## config.mk

```make
export PLATFORM = sky130hd
export DESIGN_NAME = bcd_sub16_seq
export DESIGN_NICKNAME = d
export VERILOG_FILES = /design/src/rtl/bcd_pkg.sv /design/src/rtl/bcd_digit_sub.sv /design/src/rtl/bcd_sub16_seq.sv
export SDC_FILE = /design/constraint.sdc
export NUM_CORES = 1
export LEC_CHECK = 0
export ABC_AREA = 1
export BUFFER_PORTS_ARGS = -buffer_cell sky130_fd_sc_hd__buf_2
export CELL_PAD_IN_SITES_DETAIL_PLACEMENT = 0
export CELL_PAD_IN_SITES_GLOBAL_PLACEMENT = 1
export CORE_ASPECT_RATIO = 1.4
export CORE_MARGIN = 1.5
export CORE_UTILIZATION = 38
export DETAILED_ROUTE_END_ITERATION = 8
export PLACE_DENSITY_LB_ADDON = 0.1
export SYNTH_ARGS = -nofsm -noshare
export SYNTH_HDL_FRONTEND = slang
export SYNTH_SLANG_ARGS = --single-unit
export TNS_END_PERCENT = 10
```

## constraint.sdc

```tcl
create_clock -name clk -period 3.8 [get_ports clk]
set_input_delay 0.76 -clock clk [delete_from_list [all_inputs] [get_ports clk]]
set_output_delay 0.76 -clock clk [all_outputs]
set_load 0.05 [all_outputs]
```

## src/rtl/bcd_pkg.sv

```systemverilog
// rtl/bcd_pkg.sv - shared BCD constants, FSM state type and digit helper
package bcd_pkg;

    localparam int BCD_DIGIT_W = 4;
    localparam int BCD_RADIX   = 10;

    typedef enum logic [1:0] {
        IDLE,
        RUN,
        DONE
    } state_t;

    // True when a nibble is a legal decimal digit (0..9)
    function automatic logic is_bcd_digit(input logic [BCD_DIGIT_W-1:0] v);
        return v < BCD_DIGIT_W'(BCD_RADIX);
    endfunction

endpackage

```

## src/rtl/bcd_digit_sub.sv

```systemverilog
// rtl/bcd_digit_sub.sv - combinational single BCD digit subtract with borrow
module bcd_digit_sub
    import bcd_pkg::*;
(
    input  logic [3:0] x,
    input  logic [3:0] y,
    input  logic       brw_in,
    output logic [3:0] d,
    output logic       brw_out,
    output logic       bad
);

    logic [5:0] t;
    logic [5:0] t_adj;

    // Six-bit two's-complement difference; a negative result borrows ten from the next digit
    always_comb begin
        t       = {2'b00, x} - {2'b00, y} - {5'b00000, brw_in};
        t_adj   = t + 6'(BCD_RADIX);
        brw_out = t[5];
        d       = brw_out ? t_adj[3:0] : t[3:0];
        bad     = !is_bcd_digit(x) || !is_bcd_digit(y);
    end

endmodule

```

## src/rtl/bcd_sub16_seq.sv

```systemverilog
// rtl/bcd_sub16_seq.sv - digit-serial packed-BCD subtractor with valid/ready handshakes
module bcd_sub16_seq
    import bcd_pkg::*;
#(
    parameter int NDIG = 4
) (
    input  logic                  clk,
    input  logic                  rst,
    input  logic                  in_valid,
    output logic                  in_ready,
    input  logic [4*NDIG-1:0]     a,
    input  logic [4*NDIG-1:0]     b,
    input  logic                  bin,
    output logic                  out_valid,
    input  logic                  out_ready,
    output logic [4*NDIG-1:0]     diff,
    output logic                  bout,
    output logic                  err
);

    localparam int W  = BCD_DIGIT_W * NDIG;
    localparam int KW = (NDIG > 1) ? $clog2(NDIG) : 1;

    state_t          state_q;
    logic [KW-1:0]   k_q;
    logic [KW-1:0]   k_d;
    logic [W-1:0]    a_q;
    logic [W-1:0]    b_q;
    logic [W-1:0]    diff_q;
    logic            brw_q;
    logic            bout_q;
    logic            err_q;
    logic            out_valid_q;
    logic            in_ready_q;

    logic [3:0]      x_dig;
    logic [3:0]      y_dig;
    logic [3:0]      d_dig;
    logic            brw_d;
    logic            bad_dig;
    logic            err_d;
    logic            last_dig;

    // Select the current digit pair and form next counter / sticky error values
    always_comb begin
        x_dig    = a_q[BCD_DIGIT_W*k_q +: BCD_DIGIT_W];
        y_dig    = b_q[BCD_DIGIT_W*k_q +: BCD_DIGIT_W];
        k_d      = k_q + KW'(1);
        last_dig = (k_q == KW'(NDIG - 1));
        // First digit restarts the flag so err reflects only the current operation
        err_d    = bad_dig | ((k_q == '0) ? 1'b0 : err_q);
    end

    bcd_digit_sub u_digit (
        .x       (x_dig),
        .y       (y_dig),
        .brw_in  (brw_q),
        .d       (d_dig),
        .brw_out (brw_d),
        .bad     (bad_dig)
    );

    // Control FSM: accept operands, walk digits LSD first, hold result until taken
    always_ff @(posedge clk) begin
        if (rst) begin
            state_q     <= IDLE;
            k_q         <= '0;
            a_q         <= '0;
            b_q         <= '0;
            brw_q       <= 1'b0;
            diff_q      <= '0;
            bout_q      <= 1'b0;
            err_q       <= 1'b0;
            out_valid_q <= 1'b0;
            in_ready_q  <= 1'b1;
        end else begin
            case (state_q)
                IDLE: begin
                    if (in_valid) begin
                        a_q        <= a;
                        b_q        <= b;
                        brw_q      <= bin;
                        k_q        <= '0;
                        in_ready_q <= 1'b0;
                        state_q    <= RUN;
                    end
                end
                RUN: begin
                    diff_q[BCD_DIGIT_W*k_q +: BCD_DIGIT_W] <= d_dig;
                    brw_q <= brw_d;
                    err_q <= err_d;
                    k_q   <= k_d;
                    if (last_dig) begin
                        bout_q      <= brw_d;
                        out_valid_q <= 1'b1;
                        k_q         <= '0;
                        state_q     <= DONE;
                    end
                end
                DONE: begin
                    if (out_ready) begin
                        out_valid_q <= 1'b0;
                        in_ready_q  <= 1'b1;
                        state_q     <= IDLE;
                    end
                end
                default: begin
                    state_q <= IDLE;
                end
            endcase
        end
    end

    assign in_ready  = in_ready_q;
    assign out_valid = out_valid_q;
    assign diff      = diff_q;
    assign bout      = bout_q;
    assign err       = err_q;

endmodule

```

* After elaboration in Yosys (flattened, before gate mapping) *
Index checks and enable logic that the tools add are counted.

storage, ports and cells
  flip-flop bits (word level) = 57
  bits in latches = 0
  bits in writable memories = 0
  bits in read-only memories = 0
  output and inout bits = 20
  logic and storage cells = 60
  memories kept = 0

cells by class
  add/sub/neg operators = 5
  multipliers = 0
  div/mod/pow operators = 0
  order comparisons = 2
  equality and inequality tests = 6
  shifts and indexed selects = 4
  muxes and demuxes = 18
  bitwise logic cells = 1
  reductions and logical operators = 14

operator list
  operator                                                count
  negation 4 -> 34 bit                                    1
  variable shift 4 x 34 -> 16 bit (first input constant)  1
  variable part select 4 x 34 -> 16 bit                   1
  variable part select 16 x 5 -> 4 bit                    2
  bitwise mux 16 bit                                      1
  two-way mux 2 bit                                       5
  AND reduction 3 bit                                     3
  < comparator 4 bit (second input constant)              2
  two-way mux 1 bit                                       6
  inequality test 2 bit (second input constant)           3
  one-hot mux 1 bit (2 select lines)                      3
  one-hot mux 2 bit (3 select lines)                      1
  AND reduction 2 bit                                     3
  nonzero test 2 bit                                      3
  subtractor 6 x 1 -> 6 bit                               1
  subtractor 4 x 4 -> 5 bit                               1
  adder 4 bit (second input constant)                     1
  == test 2 bit (second input constant)                   2
  zero test 2 bit                                         2
  two-way mux 4 bit                                       1
  one-hot mux 2 bit (2 select lines)                      1
  adder 2 x 1 -> 2 bit (second input constant)            1
  == test 2 x 1 -> 1 bit (second input constant)          1
  zero test 1 bit                                         2
  2 further kinds                                         2

* Logic depth before layout (Yosys ltp) *
Gate-level depths: netlist of the first run.

  word-level depth = 7
  depth in mapped cells = 20
  mapped depth without buffers = 18

* Cells and area by module *
A second synthesis of the first run with hierarchy kept.

unflattened totals
  cells, all modules = 388
  area, all modules = 2,778.9 um2

modules (own cells, without submodules)
  module         instances  cells an instance  area each (um2)  seq. area each (um2)
  bcd_sub16_seq  1          336                2,424.8          1,141.1
  bcd_digit_sub  1          52                 354.1            0.0

* Worst setup path before layout of the first run *
OpenSTA, ideal clock, no wires.

  kind = reg-to-reg
  from = reg k_q[0]
  to = reg diff_q[7], in the netlist diff[7]
  library setup time = 71 ps
  arrival = 2,945 ps
  required time = 3,729 ps
  setup slack = 784 ps
  stages on the path, launching flop included = 19
  path buffers = 3
  period minus slack after synthesis = 3,016 ps
  cell sequence = dfxtp_1 > buf_4 > buf_2 > buf_2 > nand2_1 > a32o_1 > ha_1 > inv_1 > fa_1 > inv_1 > ha_1 > xor2_1 > inv_1 > ha_1 > inv_1 > nand4_1 > nand2_1 > nand4_1 > a21oi_1

between the ends
  longest elaborated chain between the ends = 7
  elaborated cells on any way between the ends = 10

ends and longest elaborated chain
  element                                                         RTL line                                  text
  from (decl)                                                     bcd_sub16_seq.sv:25                       logic [KW-1:0] k_q;
  from (signal assigned)                                          bcd_sub16_seq.sv:92                       k_q <= k_d;
  variable part select 16 x 5 -> 4 bit, on equally long branches  bcd_sub16_seq.sv:46, bcd_sub16_seq.sv:47
  subtractor 4 x 4 -> 5 bit                                       bcd_digit_sub.sv:18                       t = {2'b00, x} - {2'b00, y} - {5'b00000, brw_in};
  subtractor 6 x 1 -> 6 bit                                       bcd_digit_sub.sv:18
  adder 4 bit                                                     bcd_digit_sub.sv:19                       t_adj = t + 6'(BCD_RADIX);
  two-way mux 4 bit                                               bcd_digit_sub.sv:21                       d = brw_out ? t_adj[3:0] : t[3:0];
  variable part select 4 x 34 -> 16 bit                           bcd_sub16_seq.sv:89                       diff_q[BCD_DIGIT_W*k_q +: BCD_DIGIT_W] <= d_dig;
  bitwise mux 16 bit (*)                                          bcd_sub16_seq.sv:89
  to (signal, indexed assignment)                                 bcd_sub16_seq.sv:89
  to (decl)                                                       bcd_sub16_seq.sv:29                       logic [W-1:0] diff_q;

Every way passes the cells marked *; elsewhere a longest branch is shown, timed or not.
A chain may end at the register's enable or synchronous reset.

* Worst setup path in the final report of the first run *
  from = reg k_q[1]
  to = reg diff_q[10], in the netlist diff[10]

The elaborated chain is that of the path after synthesis.

==> results of run 1 <==
critical path: cells and delay by family (launching register included):
kind,cells,cell delay [ps]
buffers and inverters,4,460
adders and majority gates,4,1040
and+or+nand+nor,2,170
AOI/OAI and AO/OA,3,570
xor gates and xnor gates,1,210
DFF,1,620
metal layers:
layer | routed length, microns | track usage | part of all wire | vias to the layer above
met1 | 2720 | 0.197 | 0.43 | 1093
met3 | 170 | 0.0325 | 0.027 | 14
li1 | - | - | - | 1311
met4 | 191 | 0.108 | 0.030 | 0
met2 | 3270 | 0.323 | 0.51 | 46
met5 | 0 | 0 | 0 | -
area by class of cell:
type | instances | area, sq um
Timing Repair Buffer | 59 | 303
Inverter | 26 | 98.8
Tap cell | 95 | 119
Clock inverter | 5 | 55.1
Sequential cell | 57 | 1140
Fill cell | 751 | 3680
Multi-Input combinational cell | 266 | 1360
Clock buffer | 11 | 141
per-stage QoR:
stage,setup slack (ps),hold slack [ps],power (mW)
final,677,449,1.66
after global routing,401,469,1.76
after CTS,670,453,1.68
after detailed placement,688,438,1.12
after global placement,793,428,1.11
after floorplan,784,426,1.00
placed cells by master (no fill, tap or decap), types with 2 or more instances in the layout:
cell / n
nand3_1: 13
ha_1: 13
buf_4: 3
buf_2: 56
a22oi_1: 2
o22ai_1: 2
inv_2: 2
inv_1: 22
nand4_1: 7
clkbuf_8: 10
clkinv_2: 3
clkinvlp_4: 2
dfxtp_1: 57
o21ai_0: 45
a21oi_1: 23
nand2_1: 61
o21ai_1: 2
o22a_1: 2
a32o_1: 2
a21oi_2: 2
nor2_1: 80
sequential cells by signal, indices dropped and copies added (netlist names):
signal and count:
brw_q 1, err 1, bout 1, diff 16, out_valid 1, k_q 2, a_q 16, b_q 16
in_ready 1, state_q 2
report_power, final:
| group | switching, mW | internal [mW] | total, mW |
|---|---|---|---|
| registers | 0.0226 | 0.637 | 0.660 |
| clock network | 0.243 | 0.318 | 0.561 |
| logic | 0.295 | 0.146 | 0.441 |
| total | 0.561 | 1.10 | 1.66 |
worst paths after layout:
path                                  to  slack [ps]
worst max-delay path            diff[10]         680
worst min-delay path            in_ready         450
worst max register to register  diff[10]         680
worst min register to register  in_ready         450
kinds of logic after synthesis:
group	count (synthesis)
and+or+nand+nor	166
AOI/OAI and AO/OA	84
DFF	57
buffers and inverters	44
adders and majority gates	14
xor gates and xnor gates	2
==> metrics.cfg, run 1 <==
[global_routing]
grt_pass1_vias = 2322
grt_pass1_wl_mm = 10.5
grt_usage = 0.182
globalRouteOverflowTotal = 0
grt_max_degree = 38
antenna_found_initial = 0

[logic_synthesis]
syn-cell-area_sq_um = 2680
synth_warnings = 0
post_synth_num_cell_types = 34
async_flop_share = 0
synth_seq_area_share = 0.426
synth-simple-area-share = 0.256
synth_commonest_cells = nor2_1, nand2_1, dfxtp_1
synth_compound_area_frac = 0.173
synth_most_common_cell = nor2_1
synth_top_cell_by_area = dfxtp_1
synth_top_family_by_area = simple AND/OR/NAND/NOR gates
synth_top_cell_area_share = 0.426
syn_avg_cell_area_sq_um = 7.29
synthTopCellsByArea = dfxtp_1, nor2_1, nand2_1, o21ai_0, ha_1
synth_flop_cell = dfxtp_1
synthXorXnorAreaFrac = 0.00935
synth_fa_ha_area_frac = 0.0683
synth-edff-count = 0
netlist_instances = 367
syn_nets = 418
synth.area.mux_share = 0
synth-seq-cells = 57

[drt]
wl_per_cell_microns = 12.3
vias_per_cell = 4.75
totalWireLength_mm = 6.36
antenna_left = 0
num_vias = 2464
drc = 0
drt_first_pass_iters = 4
drt_iter0_markers = 70

[floorplanning]
die_y_microns = 102
rows = 36
start_util = 0.388
die_area_sq_um = 7560
io_pins = 57
placeableCoreArea_sq_um = 6890
die-width_microns = 73.9

[setup_path]
worstPathRequired_ps = 4060
crit_path_end_kind = register
critical_path_class = register to register
path_max_fanout = 13
slowest_stage = dfxtp_1
ff2ff_path_depth = 14
startpoint_type = register
startpoint = k_q[1]
path_cells = inv_2 -> a32o_1 -> ha_1 -> inv_1 -> fa_1 -> inv_1 -> ha_1 -> xor2_1 -> inv_1 -> ha_1 -> nand2_1 -> o21ai_2 -> nand3_1 -> a21oi_1
worstPathArrival_ps = 3390
rr_startpoint = k_q[1]
slowest_delay_ps = 620

[clock_network]
cts_sinks = 57
path_clk_slew_ps = 70
clock_path_buffers = 2
htree_levels = 3
root_buffer = clkbuf_8
cts_resized = 0
ctsHoldBuffers = 0
clk_latency_ps = 340
numCtsBuffers = 9
postCtsSetupBuffers = 0
cts_tree = yes

[timing]
post-route-period-util = 0.822
worst_pin_slew_ps = 769
slew_viol_final = 0
max-slew-margin-rel = 0.484
fin_setup_tns_ps = 0
min_period_ps = 3120
setup_viol = 0
rsz0062_at_grt = no
clock_skew_ps = 7.71
fmax_mhz = 320
final_hold_viol_count = 0

[final_layout]
layout-drive-gt1-share = 0.198
finalCoreUtilization = 0.466
nets = 470
area_delta_synth_final_pct = 20.1
stdcell_area_sq_um = 3210
final_cells = 519
antennaDiodeCount = 0

[pwr]
power_density_nw_per_um2 = 517
power_leakage_nw = 1.45
ir_worst_vdd_mv = 0.284

[place]
gp_congestion = 0.802
dp_hpwl_mm = 4.84
place_inst = 503
io_buffers = 56
place_area_sq_um = 3020

[job]
cap_violations = 0

[outcome]
status = complete, no violations

[min_path]
min_path_cells = 2
min_path_type = register to register
min_from = in_ready

No activity file was read; power rests on OpenSTA's default activity.
==> run 2: changes to the inputs <==
ABC_AREA = 0   (was 1)
CORE_UTILIZATION = 40   (was 38)
clock period = 3 ns   (was 3.8 ns; I/O delays follow)
==> run 2 against run 1 <==
- sequential share of layout area down 0.95 points
- highest routed layer unchanged
- critical path type unchanged
- utilization is 4.1 points higher
- largest cell class unchanged
- hold slack improved by 6.0 ps
- via count fell by 5.2%
- count of clock-buffer cells in the layout unchanged
- flip-flop and latch count is the same
- register-to-register slack got worse by 580 ps
- critical path depth fell by 1
==> metrics.cfg, run 2 <==
[setup_path]
r2r_setup_slack_ps = 90
path_max_fanout = 4
ff2ff_path_depth = 13
setup.worst_path.end = diff[15]
startpoint_type = register
worstPathArrival_ps = 3110
startpoint = k_q[0]
rr_startpoint = k_q[0]
worstPathRequired_ps = 3200
critical_path_class = register to register
r2r_end = diff[15]
crit_path_end_kind = register

[place]
dp_hpwl_mm = 4.63
place_ws_ps = 27.3
place_area_sq_um = 3040
gp_congestion = 0.818
io_buffers = 56
place_inst = 437

[drt]
drt_iter0_markers = 126
drt_first_pass_iters = 4
wl_per_cell_microns = 14.2
vias_per_cell = 5.10
num_vias = 2337
totalWireLength_mm = 6.48
antenna_left = 0
drc = 0

[floorplanning]
die-width_microns = 72.1
io_pins = 57
die_area_sq_um = 7180
die_y_microns = 99.7
start_util = 0.409
placeableCoreArea_sq_um = 6530
rows = 35

[timing]
rsz0062_at_grt = yes
max-slew-margin-rel = 0.607
hold_slack_ps = 455
slew_viol_final = 0
setup_viol = 0
worst_pin_slew_ps = 589
fin_setup_tns_ps = 0
worst_slack_ps = 93.9
clock_skew_ps = 9.04
min_period_ps = 2910
fmax_mhz = 344
post-route-period-util = 0.969
final_hold_viol_count = 0

[logic_synthesis]
synth.area.mux_share = 0.0754
synth_fa_ha_area_frac = 0.0684
synthXorXnorAreaFrac = 0.0183
synth_top_cell_area_share = 0.427
async_flop_share = 0
post_synth_num_cell_types = 36
synth_commonest_cells = nand2_1, dfxtp_1, a21oi_1
synth_top_cell_by_area = dfxtp_1
syn_avg_cell_area_sq_um = 8.45
synth_seq_area_share = 0.427
synth_flop_cell = dfxtp_1
syn_nets = 367
synth_top_family_by_area = simple AND/OR/NAND/NOR gates
synth_warnings = 0
synth_most_common_cell = nand2_1
synth-seq-cells = 57
synth-edff-count = 0
synth_compound_area_frac = 0.142
synth-simple-area-share = 0.229
synthTopCellsByArea = dfxtp_1, nand2_1, a21oi_1, mux4_2, ha_1
syn-cell-area_sq_um = 2670
netlist_instances = 316

[clock_network]
cts_tree = yes
htree_levels = 3
cts_sinks = 57
root_buffer = clkbuf_8
numCtsBuffers = 9
path_clk_slew_ps = 60
clk_latency_ps = 340
clock_path_buffers = 2

[final_layout]
finalCoreUtilization = 0.508
area_delta_synth_final_pct = 24.1
final_cells = 458
mostFrequentLayoutCells = nand2_1, dfxtp_1, buf_2
nets = 430
antennaDiodeCount = 0
stdcell_area_sq_um = 3310
final_common_cell = nand2_1
n_fill_cell = 683
layout-drive-gt1-share = 0.286

[global_routing]
grt_pass1_vias = 2225
grt_usage = 0.195
grt_max_degree = 36
globalRouteOverflowTotal = 0
grt_pass1_wl_mm = 10.8
antenna_found_initial = 0

[outcome]
status = complete, no violations

[pwr]
comb_power_share = 0.243
ir_worst_vdd_mv = 0.261
power_leakage_nw = 1.42
p_clk_frac = 0.336
internal_power_mw = 1.34
sw_frac_of_total = 0.308
power_density_nw_per_um2 = 586
power.switching_mw = 0.598
p_seq_frac = 0.421
finalPower_mw = 1.94

[job]
cap_violations = 0

[min_path]
min_path_type = register to register

run 2: metal layers:
layer,track usage,vias up,share of wire
met5,0,-,0
met1,0.246,1068,0.43
met3,0.0304,10,0.029
met4,0.0914,0,0.018
met2,0.325,53,0.52
li1,-,1206,-
run 2: cell families after synthesis:
logic type,count (synthesis)
AO/OA/AOI/OAI,68
XOR/XNOR,4
adder cells (fa/ha/maj),14
buffers and inverters,27
flip-flops,57
multiplexers,10
AND/OR/NAND/NOR,136
run 2: how the worst min path moves through the flow:
stage / depth (start not counted) / slack (ps) / endpoint / start
global placement: 2 / 440 / a_q[2] / a_q[2]
global route: 2 / 470 / a_q[10] / a_q[10]
CTS: 2 / 460 / a_q[5] / a_q[5]
floorplan: 2 / 430 / a_q[10] / a_q[10]
detailed placement: 2 / 450 / b_q[2] / b_q[2]
finish: 2 / 450 / b_q[0] / b_q[0]
run 2: power groups by stage:
stage / Combinational, mW / Sequential [mW] / Clock (mW)
after detailed placement: 0.404 / 0.836 / 0
after floorplan: 0.266 / 0.857 / 0
after global routing: 0.518 / 0.822 / 0.707
after CTS: 0.406 / 0.818 / 0.667
final: 0.472 / 0.818 / 0.651
after global placement: 0.399 / 0.835 / 0
run 2: critical path: stages (launching register included):
cell      delay (ps)
dfxtp_4          380
buf_6            110
mux4_2           490
ha_2             180
inv_1             60
fa_1             410
inv_2            100
ha_4             140
xnor2_2          110
ha_2             210
nor2_1            50
mux2_4           290
o21bai_1         150
a21oi_1           80
run 2: cell type report:
class                   count  area (sq um)  area share
repair buffers             70           389       0.117
flip-flops and latches     57          1140       0.346
clock buffers              11           151      0.0457
well taps                  74          92.6      0.0279
inverters                   9          33.8      0.0102
clock inverters             5          30.0     0.00906
multi-input cells         232          1470       0.444
run 2: timing repair:
action | in CTS | in global routing
gates resized for setup | 0 | 13
hold endpoints to repair | 0 | 0
endpoints found under the setup margin | 0 | 12
buffers inserted | 0 | 5
hold buffers | 0 | 0
